[config.mk]
export PLATFORM = sky130hd
export DESIGN_NAME = if_id_fetch_unit
export DESIGN_NICKNAME = d
export VERILOG_FILES = /design/src/rtl/rv_fetch_pkg.sv /design/src/rtl/if_id_reg.sv /design/src/rtl/if_id_fetch_unit.sv
export SDC_FILE = /design/constraint.sdc
export NUM_CORES = 1
export LEC_CHECK = 0
export BUFFER_PORTS_ARGS = -buffer_cell sky130_fd_sc_hd__buf_2
export CORE_MARGIN = 2
export CORE_UTILIZATION = 50
export DETAILED_ROUTE_END_ITERATION = 8
export PLACE_DENSITY = 0.85
export SLEW_MARGIN = 10
export SYNTH_ARGS = -nofsm -noshare
export SYNTH_HDL_FRONTEND = slang
export SYNTH_SLANG_ARGS = --single-unit
[constraint.sdc]
create_clock -name clk -period 2.05 [get_ports clk]
set_input_delay 0.205 -clock clk [delete_from_list [all_inputs] [get_ports clk]]
set_output_delay 0.205 -clock clk [all_outputs]
set_load 0.02 [all_outputs]
[src/rtl/rv_fetch_pkg.sv]
// rv_fetch_pkg
//   Shared types and constants for the instruction-fetch front end and the
//   pipeline registers that follow it.
//   - NOP_INST         : bubble encoding (addi x0,x0,0)
//   - RESET_PC_DEFAULT : default first fetch address after reset
//   - fetch_state_e    : fetch sequencer states
//   - if_id_t          : contents of an IF/ID-style pipeline register
package rv_fetch_pkg;

  localparam logic [31:0] NOP_INST         = 32'h0000_0013;
  localparam logic [31:0] RESET_PC_DEFAULT = 32'h0000_0000;

  typedef enum logic [1:0] {
    IDLE = 2'd0,
    REQ  = 2'd1,
    WAIT = 2'd2,
    HOLD = 2'd3
  } fetch_state_e;

  typedef struct packed {
    logic [31:0] pc;
    logic [31:0] inst;
    logic        valid;
  } if_id_t;

endpackage

[src/rtl/if_id_reg.sv]
// if_id_reg
//   IF/ID pipeline register. Priority: bubble > load > hold. With no
//   control asserted it also loads a bubble, so an idle front end drains to
//   NOPs. A bubble keeps the last PC and clears valid. Resets to a bubble.
//   Ports:
//     clk, rst_n           clock, async active-low reset
//     load_i, hold_i,
//     bubble_i             register controls
//     pc_i, inst_i         instruction to capture on load
//     pc_o, inst_o, valid_o  register contents
module if_id_reg #(
  parameter logic [31:0] NOP_INST = rv_fetch_pkg::NOP_INST
) (
  input  logic        clk,
  input  logic        rst_n,
  input  logic        load_i,
  input  logic        hold_i,
  input  logic        bubble_i,
  input  logic [31:0] pc_i,
  input  logic [31:0] inst_i,
  output logic [31:0] pc_o,
  output logic [31:0] inst_o,
  output logic        valid_o
);
  import rv_fetch_pkg::*;

  if_id_t q_q, q_d;

  always_comb begin
    q_d = q_q;
    if (bubble_i) begin
      q_d.inst  = NOP_INST;
      q_d.valid = 1'b0;
    end else if (load_i) begin
      q_d.pc    = pc_i;
      q_d.inst  = inst_i;
      q_d.valid = 1'b1;
    end else if (!hold_i) begin
      q_d.inst  = NOP_INST;
      q_d.valid = 1'b0;
    end
  end

  // NOTE: state registers use non-blocking assignments so every flop samples
  // the pre-edge values, independent of block ordering.
  always_ff @(posedge clk or negedge rst_n) begin
    if (!rst_n) begin
      q_q <= '{pc: 32'h0, inst: NOP_INST, valid: 1'b0};
    end else begin
      q_q <= q_d;
    end
  end

  assign pc_o    = q_q.pc;
  assign inst_o  = q_q.inst;
  assign valid_o = q_q.valid;

endmodule

[src/rtl/if_id_fetch_unit.sv]
// if_id_fetch_unit
//   Pipeline front end: owns the PC, runs a one-outstanding req/gnt/rvalid
//   instruction-memory handshake, parks a returned word in a skid buffer
//   while the pipeline is stalled, and drops responses made stale by an
//   EX-stage redirect.
//   Ports:
//     clk, rst_n                 clock, async active-low reset
//     PCWrite, IF_ID_Write       hazard-unit stall controls (0 = stall)
//     flush, branch_target       EX redirect
//     imem_req, imem_addr        read request / address (= pc)
//     imem_gnt, imem_rvalid,
//     imem_rdata                 memory accept / response
//     id_pc, id_inst, id_valid   IF/ID register contents
module if_id_fetch_unit #(
  parameter logic [31:0] RESET_PC = rv_fetch_pkg::RESET_PC_DEFAULT,
  parameter logic [31:0] NOP_INST = rv_fetch_pkg::NOP_INST
) (
  input  logic        clk,
  input  logic        rst_n,
  input  logic        PCWrite,
  input  logic        IF_ID_Write,
  input  logic        flush,
  input  logic [31:0] branch_target,
  output logic        imem_req,
  output logic [31:0] imem_addr,
  input  logic        imem_gnt,
  input  logic        imem_rvalid,
  input  logic [31:0] imem_rdata,
  output logic [31:0] id_pc,
  output logic [31:0] id_inst,
  output logic        id_valid
);
  import rv_fetch_pkg::*;

  fetch_state_e state_q, state_d;
  logic [31:0]  pc_q, pc_d;
  logic         kill_q, kill_d;       // outstanding response belongs to a squashed path
  logic [31:0]  skid_pc_q, skid_pc_d;
  logic [31:0]  skid_inst_q, skid_inst_d;

  logic         stall;
  logic         deliver;
  logic [31:0]  deliver_pc;
  logic [31:0]  deliver_inst;

  assign stall = !PCWrite || !IF_ID_Write;

  // NOTE: every signal driven here gets a default first, so no path through
  // the case/if tree can leave it unassigned and infer a latch.
  always_comb begin
    state_d      = state_q;
    pc_d         = pc_q;
    kill_d       = kill_q;
    skid_pc_d    = skid_pc_q;
    skid_inst_d  = skid_inst_q;
    deliver      = 1'b0;
    deliver_pc   = pc_q;
    deliver_inst = imem_rdata;

    unique case (state_q)
      IDLE: state_d = REQ;

      REQ: begin
        if (imem_gnt) begin
          state_d = WAIT;
          // Granted request was for the old path; its data must be dropped.
          if (flush) kill_d = 1'b1;
        end
      end

      WAIT: begin
        if (imem_rvalid) begin
          if (kill_q || flush) begin
            kill_d  = 1'b0;
            state_d = REQ;
          end else if (!stall) begin
            deliver = 1'b1;
            pc_d    = pc_q + 32'd4;
            state_d = REQ;
          end else begin
            skid_pc_d   = pc_q;
            skid_inst_d = imem_rdata;
            state_d     = HOLD;
          end
        end else if (flush) begin
          kill_d = 1'b1;
        end
      end

      HOLD: begin
        deliver_pc   = skid_pc_q;
        deliver_inst = skid_inst_q;
        if (flush) begin
          state_d = REQ;
        end else if (!stall) begin
          deliver     = 1'b1;
          pc_d        = pc_q + 32'd4;
          skid_pc_d   = 32'h0;
          skid_inst_d = 32'h0;
          state_d     = REQ;
        end
      end

      default: state_d = IDLE;
    endcase

    // Redirect overrides everything else: new PC, empty skid buffer.
    if (flush) begin
      pc_d        = branch_target;
      skid_pc_d   = 32'h0;
      skid_inst_d = 32'h0;
    end
  end

  // NOTE: the skid buffer is reset too: it is a handful of flops, and a
  // defined value keeps the HOLD path free of X after an early flush.
  always_ff @(posedge clk or negedge rst_n) begin
    if (!rst_n) begin
      state_q     <= IDLE;
      pc_q        <= RESET_PC;
      kill_q      <= 1'b0;
      skid_pc_q   <= 32'h0;
      skid_inst_q <= 32'h0;
    end else begin
      state_q     <= state_d;
      pc_q        <= pc_d;
      kill_q      <= kill_d;
      skid_pc_q   <= skid_pc_d;
      skid_inst_q <= skid_inst_d;
    end
  end

  assign imem_req  = (state_q == REQ);
  assign imem_addr = pc_q;

  if_id_reg #(
    .NOP_INST (NOP_INST)
  ) u_if_id_reg (
    .clk      (clk),
    .rst_n    (rst_n),
    .load_i   (deliver),
    .hold_i   (stall),
    .bubble_i (flush),
    .pc_i     (deliver_pc),
    .inst_i   (deliver_inst),
    .pc_o     (id_pc),
    .inst_o   (id_inst),
    .valid_o  (id_valid)
  );

endmodule

* Yosys cells after proc, flatten, opt, wreduce, memory -nomap -nowiden
Index checks and enable logic that the tools add are counted.
** Cells by class
- Muxes and demuxes :: 38
- Reduce and logical (&&, ||, !) cells :: 12
- Bitwise gates (word level) :: 1
- Add/subtract/negate cells :: 1
- Equal/unequal tests :: 11
** Operators by type and width (count)
- $mux W32 :: 15
- $pmux W32 S2 :: 3
- $mux W33 :: 3
- $add A32 B3 Y32 const B :: 1
- $ne A3 B3 Y1 const B :: 5
- $mux W2 :: 6
- $reduce_and A3 Y1 :: 3
- $mux W1 :: 8
- $pmux W2 S4 :: 1
- $reduce_and A5 Y1 :: 1
- $eq A2 B2 Y1 const B :: 2
- $pmux W1 S2 :: 2
- $ne A3 B2 Y1 const B :: 1
- $reduce_bool A3 Y1 :: 1
- $eq A2 B1 Y1 const B :: 1
- $logic_not A1 Y1 :: 2
- $logic_not A2 Y1 :: 1
- $logic_or A1 B1 Y1 :: 2
- $ne A2 B1 Y1 const B :: 1
- $ne A2 B2 Y1 const B :: 1
- $reduce_and A2 Y1 :: 1
- $reduce_bool A2 Y1 :: 1
- $not A1 Y1 :: 1
** Word-level totals
- Word-level logic and storage cells :: 71
- Input port bits :: 71
- Register bits after elaboration :: 164
- Output and inout port bits :: 98

* Depth between registers and ports, before layout
- Word-level depth :: 8
- Depth in mapped cells :: 11
- Depth with buffers taken out :: 7

* Cells and area by module
Synthesis repeated with hierarchy kept, for this count alone.
** Second synthesis, totals
- Cell total of the unflattened synthesis :: 798
- Area, all modules :: 8011.4 sq um
** By module, submodules not included
- if_id_fetch_unit :: instances 1, cells each 593, area each 5350.1 sq um
- if_id_reg :: instances 1, cells each 205, area each 2661.3 sq um

* Worst setup path after synthesis
No wires, ideal clock.
- Path type :: reg2reg
- Start :: reg state_q[0]
- End :: reg pc_q[11] (netlist: imem_addr[11])
- Clock period less this slack :: 1.946 ns
- Library setup time :: 0.073 ns
- Data required time :: 1.977 ns
- Buffers on the path :: 2
- Data arrival time :: 1.873 ns
- Slack :: 0.104 ns
- Stages on the path, launching flop included :: 10
- Cells stage by stage :: dfrtp_1 > inv_1 > ha_1 > and3b_1 > buf_6 > o31a_1 > buf_6 > and3_1 > mux2_2 > a21oi_2
** Between the ends
- Word-level cells in the longest chain between the ends :: 3
** RTL lines
- start, declared :: RTL line if_id_fetch_unit.sv:35 : fetch_state_e state_q, state_d;
- start signal, assigned :: RTL line if_id_fetch_unit.sv:125 : state_q <= state_d;
- $eq A2 B2 Y1 :: RTL line if_id_fetch_unit.sv:60 : unique case (state_q)
- $ne A3 B3 Y1 (no line), or another cell as far along
- $reduce_and A3 Y1 (no line) / $mux W32 (equally long branches)
- end signal, assigned :: RTL line if_id_fetch_unit.sv:126 : pc_q <= pc_d;
- end, declared :: RTL line if_id_fetch_unit.sv:36 : logic [31:0] pc_q, pc_d;
Several ways; a longest one is shown, not always the timed one.
A chain may end at the register's enable or synchronous reset.

* Worst setup path in the final report
- Start :: reg state_q[1]
- End :: reg pc_q[11] (netlist: imem_addr[11])
The elaborated chain is that of the path after synthesis.

==> impl_metrics.toml <==
[synthesis]
async_reset_ff_share_pct = 100
ys_warn_count = 0
synthSimpleGateAreaFrac_pct = 16.9
muxShareOfSynthArea_pct = 10.0
synthAdderAreaFrac_pct = 0.635
syn_inst = 833
ys_ff_latch = 164
synth_edf_count = 0
synthesis.area_um2 = 7880
synth-compound-area-share_pct = 15.3
ys_seq_area_share_pct = 52.2
ys.flop_type = "dfrtp_1"
syn_nets = 908
synth_top_family_by_area = "simple AND/OR/NAND/NOR gates"
synth_cell_type_count = 58
yosys.area_share.xor_xnor_pct = 0
syn_avg_cell_area_um2 = 9.46

[grt]
grt_pass1_vias = 6439
overflow = 0
track_usage_pct = 24.3
antenna_found_initial = 0
grt_max_degree = 58
grt_pass1_wl_um = 32000

[hold_path]
hold_path_class = "primary input to flip-flop"
min_path_cells = 3

[route]
dr.pass1.iters = 5
via_per_inst = 5.50
avgRoutedWirePerCell_um = 16.0
vias = 6749
ant_nets = 0
wirelength_um = 19600
drt-initial-drc-count = 499
drc = 0

[run]
maxCapViolCount = 0

[worst_setup_path]
arrival_ns = 2.31
end_kind = "flip-flop"
critPathMaxStageDelay_ns = 0.44
critical_path_class = "flip-flop to flip-flop"
r2r_cells = 6
cp-endpoint = "imem_addr[11]$_DFFE_PN0P_"
start_kind = "flip-flop"
slowest_stage = "dfrtp_1"
rr_endpoint = "imem_addr[11]$_DFFE_PN0P_"
path_max_fanout = 7
critPathRequiredTime_ns = 2.40
ff2ff_setup_slack_ns = 0.09
crit_chain = "ha_1, and3b_1, o31a_1, and3_1, mux2_2, a21oi_2"
worstSetupStartpoint = "state_q[1]$_DFFE_PN0P_"
r2r_start = "state_q[1]$_DFFE_PN0P_"

[timing]
hold_ws_ns = 0.0256
relSlewSlack_pct = 58.5
tightest_slew_ns = 0.623
fin_crit_ns = 1.96
finalHoldViolCount = 0
rsz0062_at_grt = "no"
setup_tns_ns = 0
drv_slew = 0
skew_ns = 0.00838
finalSetupViolations = 0
fmax_mhz = 511
setup_slack_ns = 0.0942
period_share_pct = 95.4

[pwr]
power_mw = 11.6
switchingPower_mw = 4.18
p_per_area_nw_per_um2 = 1190
ir_worst_vdd_mv = 0.666
intPower_mw = 7.41
p_seq_share_pct = 40.2
swShare_pct = 36.1
clkPwrFrac_pct = 27.9
p_comb_share_pct = 31.9
leakagePower_nw = 4.58

[placed_design]
dp_hpwl_um = 13900
port_buffers = 168
dp_slack_ns = -0.00212
routabilityCongestion = 0.870
dp_cells = 1189
placed_area_um2 = 9090

[floorplanning]
die-width_um = 130
die_height_um = 130
start_util_pct = 51.4
rows = 45
io_pins = 169
core_area_um2 = 15300
dieArea_um2 = 16800

[clock_network]
path_clk_slew_ns = 0.06
cts_tree = "done"
worstSkewPairLatency_ns = 0.43
clockRootBuffer = "clkbuf_16"
clk_path_buf_depth = 2
cts.sink_count = 164
htreeDepth = 4
numCtsBuffers = 17

[final_layout]
design_area_um2 = 9750
area_growth_pct = 23.7
final_common_cell = "nand2_1"
fin_nets = 1077
layout.cells.non_filler = 1226
diodes = 0
final_cell_mix = "nand2_1, buf_2, dfrtp_1, o21ai_0, mux2i_1"
fin_util_pct = 63.6
final_layout_size_suffix_gt1_share_pct = 27.5

[run_status]
status = "finished clean"
flip-flops by register name, indices dropped and copies added, names as in the netlist:
register,cells
u_if_id_reg.valid_o,1
imem_addr,32
u_if_id_reg.pc_o,32
u_if_id_reg.inst_o,32
skid_pc_q,32
kill_q,1
skid_inst_q,32
state_q,2
kinds of logic (layout without fill, tap and decap cells):
group,count (synthesis),in the layout
AOI/OAI and AO/OA,212,212
DFF,164,164
buffers and inverters,74,256
and+or+nand+nor,301,301
muxes,78,78
adders and majority gates,4,4
critical path: cells and delay by family, from the launching register on:
family | cells | cell delay [ns]
multiplexers | 1 | 0.28
AND/OR/NAND/NOR | 2 | 0.41
AO/OA/AOI/OAI | 2 | 0.53
adder cells (fa/ha/maj) | 1 | 0.23
flip-flops | 1 | 0.44
cells in the mapped netlist (3+ instances only):
master | count | area, µm²
clkbuf_2 | 3 | 15.0
nand4_1 | 7 | 43.8
nand2_1 | 218 | 818
buf_6 | 10 | 113
o22a_1 | 4 | 35.0
nor3_1 | 12 | 60.1
nor4_1 | 4 | 25.0
nand3_1 | 14 | 70.1
o21ai_0 | 139 | 696
dfstp_2 | 3 | 78.8
dfrtp_1 | 161 | 4030
mux2_2 | 6 | 67.6
a22oi_1 | 9 | 67.6
buf_2 | 19 | 95.1
o22ai_1 | 14 | 87.6
ha_1 | 4 | 50.1
inv_1 | 9 | 33.8
nor3_2 | 3 | 30.0
o21ai_1 | 6 | 30.0
mux2i_1 | 72 | 721
nor2_1 | 16 | 60.1
buf_4 | 3 | 22.5
and3_1 | 8 | 50.1
a21oi_1 | 22 | 110
clkbuf_1 | 28 | 105
cell type report:
class                      instances  area [µm²]
multi-input combinational        595        3430
timing repair buffer             215        1310
inverter                           9        33.8
sequential                       164        4110
fill                            1261        5570
clock buffer                      21         450
clock inverter                    11         153
tap                              211         264
what timing repair did:
item / CTS / global route
pin swaps: 1 / 3
resized for setup: 0 / 5
hold buffers: 1 / 0
gates cloned: 0 / 0
endpoints found under the hold margin: 51 / 0
setup endpoints to repair: 1 / 17
buffers inserted: 2 / 2
worst min-delay path by stage:
stage / startpoint / to / slack, ns
after floorplan: rst_n / imem_addr[0]$_DFFE_PN0P_ / -0.09
after global placement: rst_n / skid_inst_q[4]$_DFFE_PN0P_ / 0.22
after detailed placement: rst_n / skid_inst_q[4]$_DFFE_PN0P_ / 0.21
after CTS: imem_rdata[12] / skid_inst_q[12]$_DFFE_PN0P_ / 0.01
after global routing: imem_rdata[11] / skid_inst_q[11]$_DFFE_PN0P_ / 0.03
final: imem_rdata[12] / skid_inst_q[12]$_DFFE_PN0P_ / 0.03
routing by layer:
metal | share of wire, % | global-route usage [%]
met5 | 0 | 0
met4 | 1.6 | 7.59
met3 | 7.1 | 5.37
met2 | 48 | 39.4
met1 | 43 | 33.1
power by group through the flow:
stage / Combinational [mW] / Sequential (mW) / Clock [mW]
after floorplan: 1.84 / 5.12 / 0
final: 3.70 / 4.66 / 3.23
after global routing: 4.08 / 4.76 / 3.42
after CTS: 3.68 / 4.65 / 3.30
after detailed placement: 3.65 / 4.70 / 0
after global placement: 3.56 / 4.65 / 0
(Power assumes the default switching activity.)
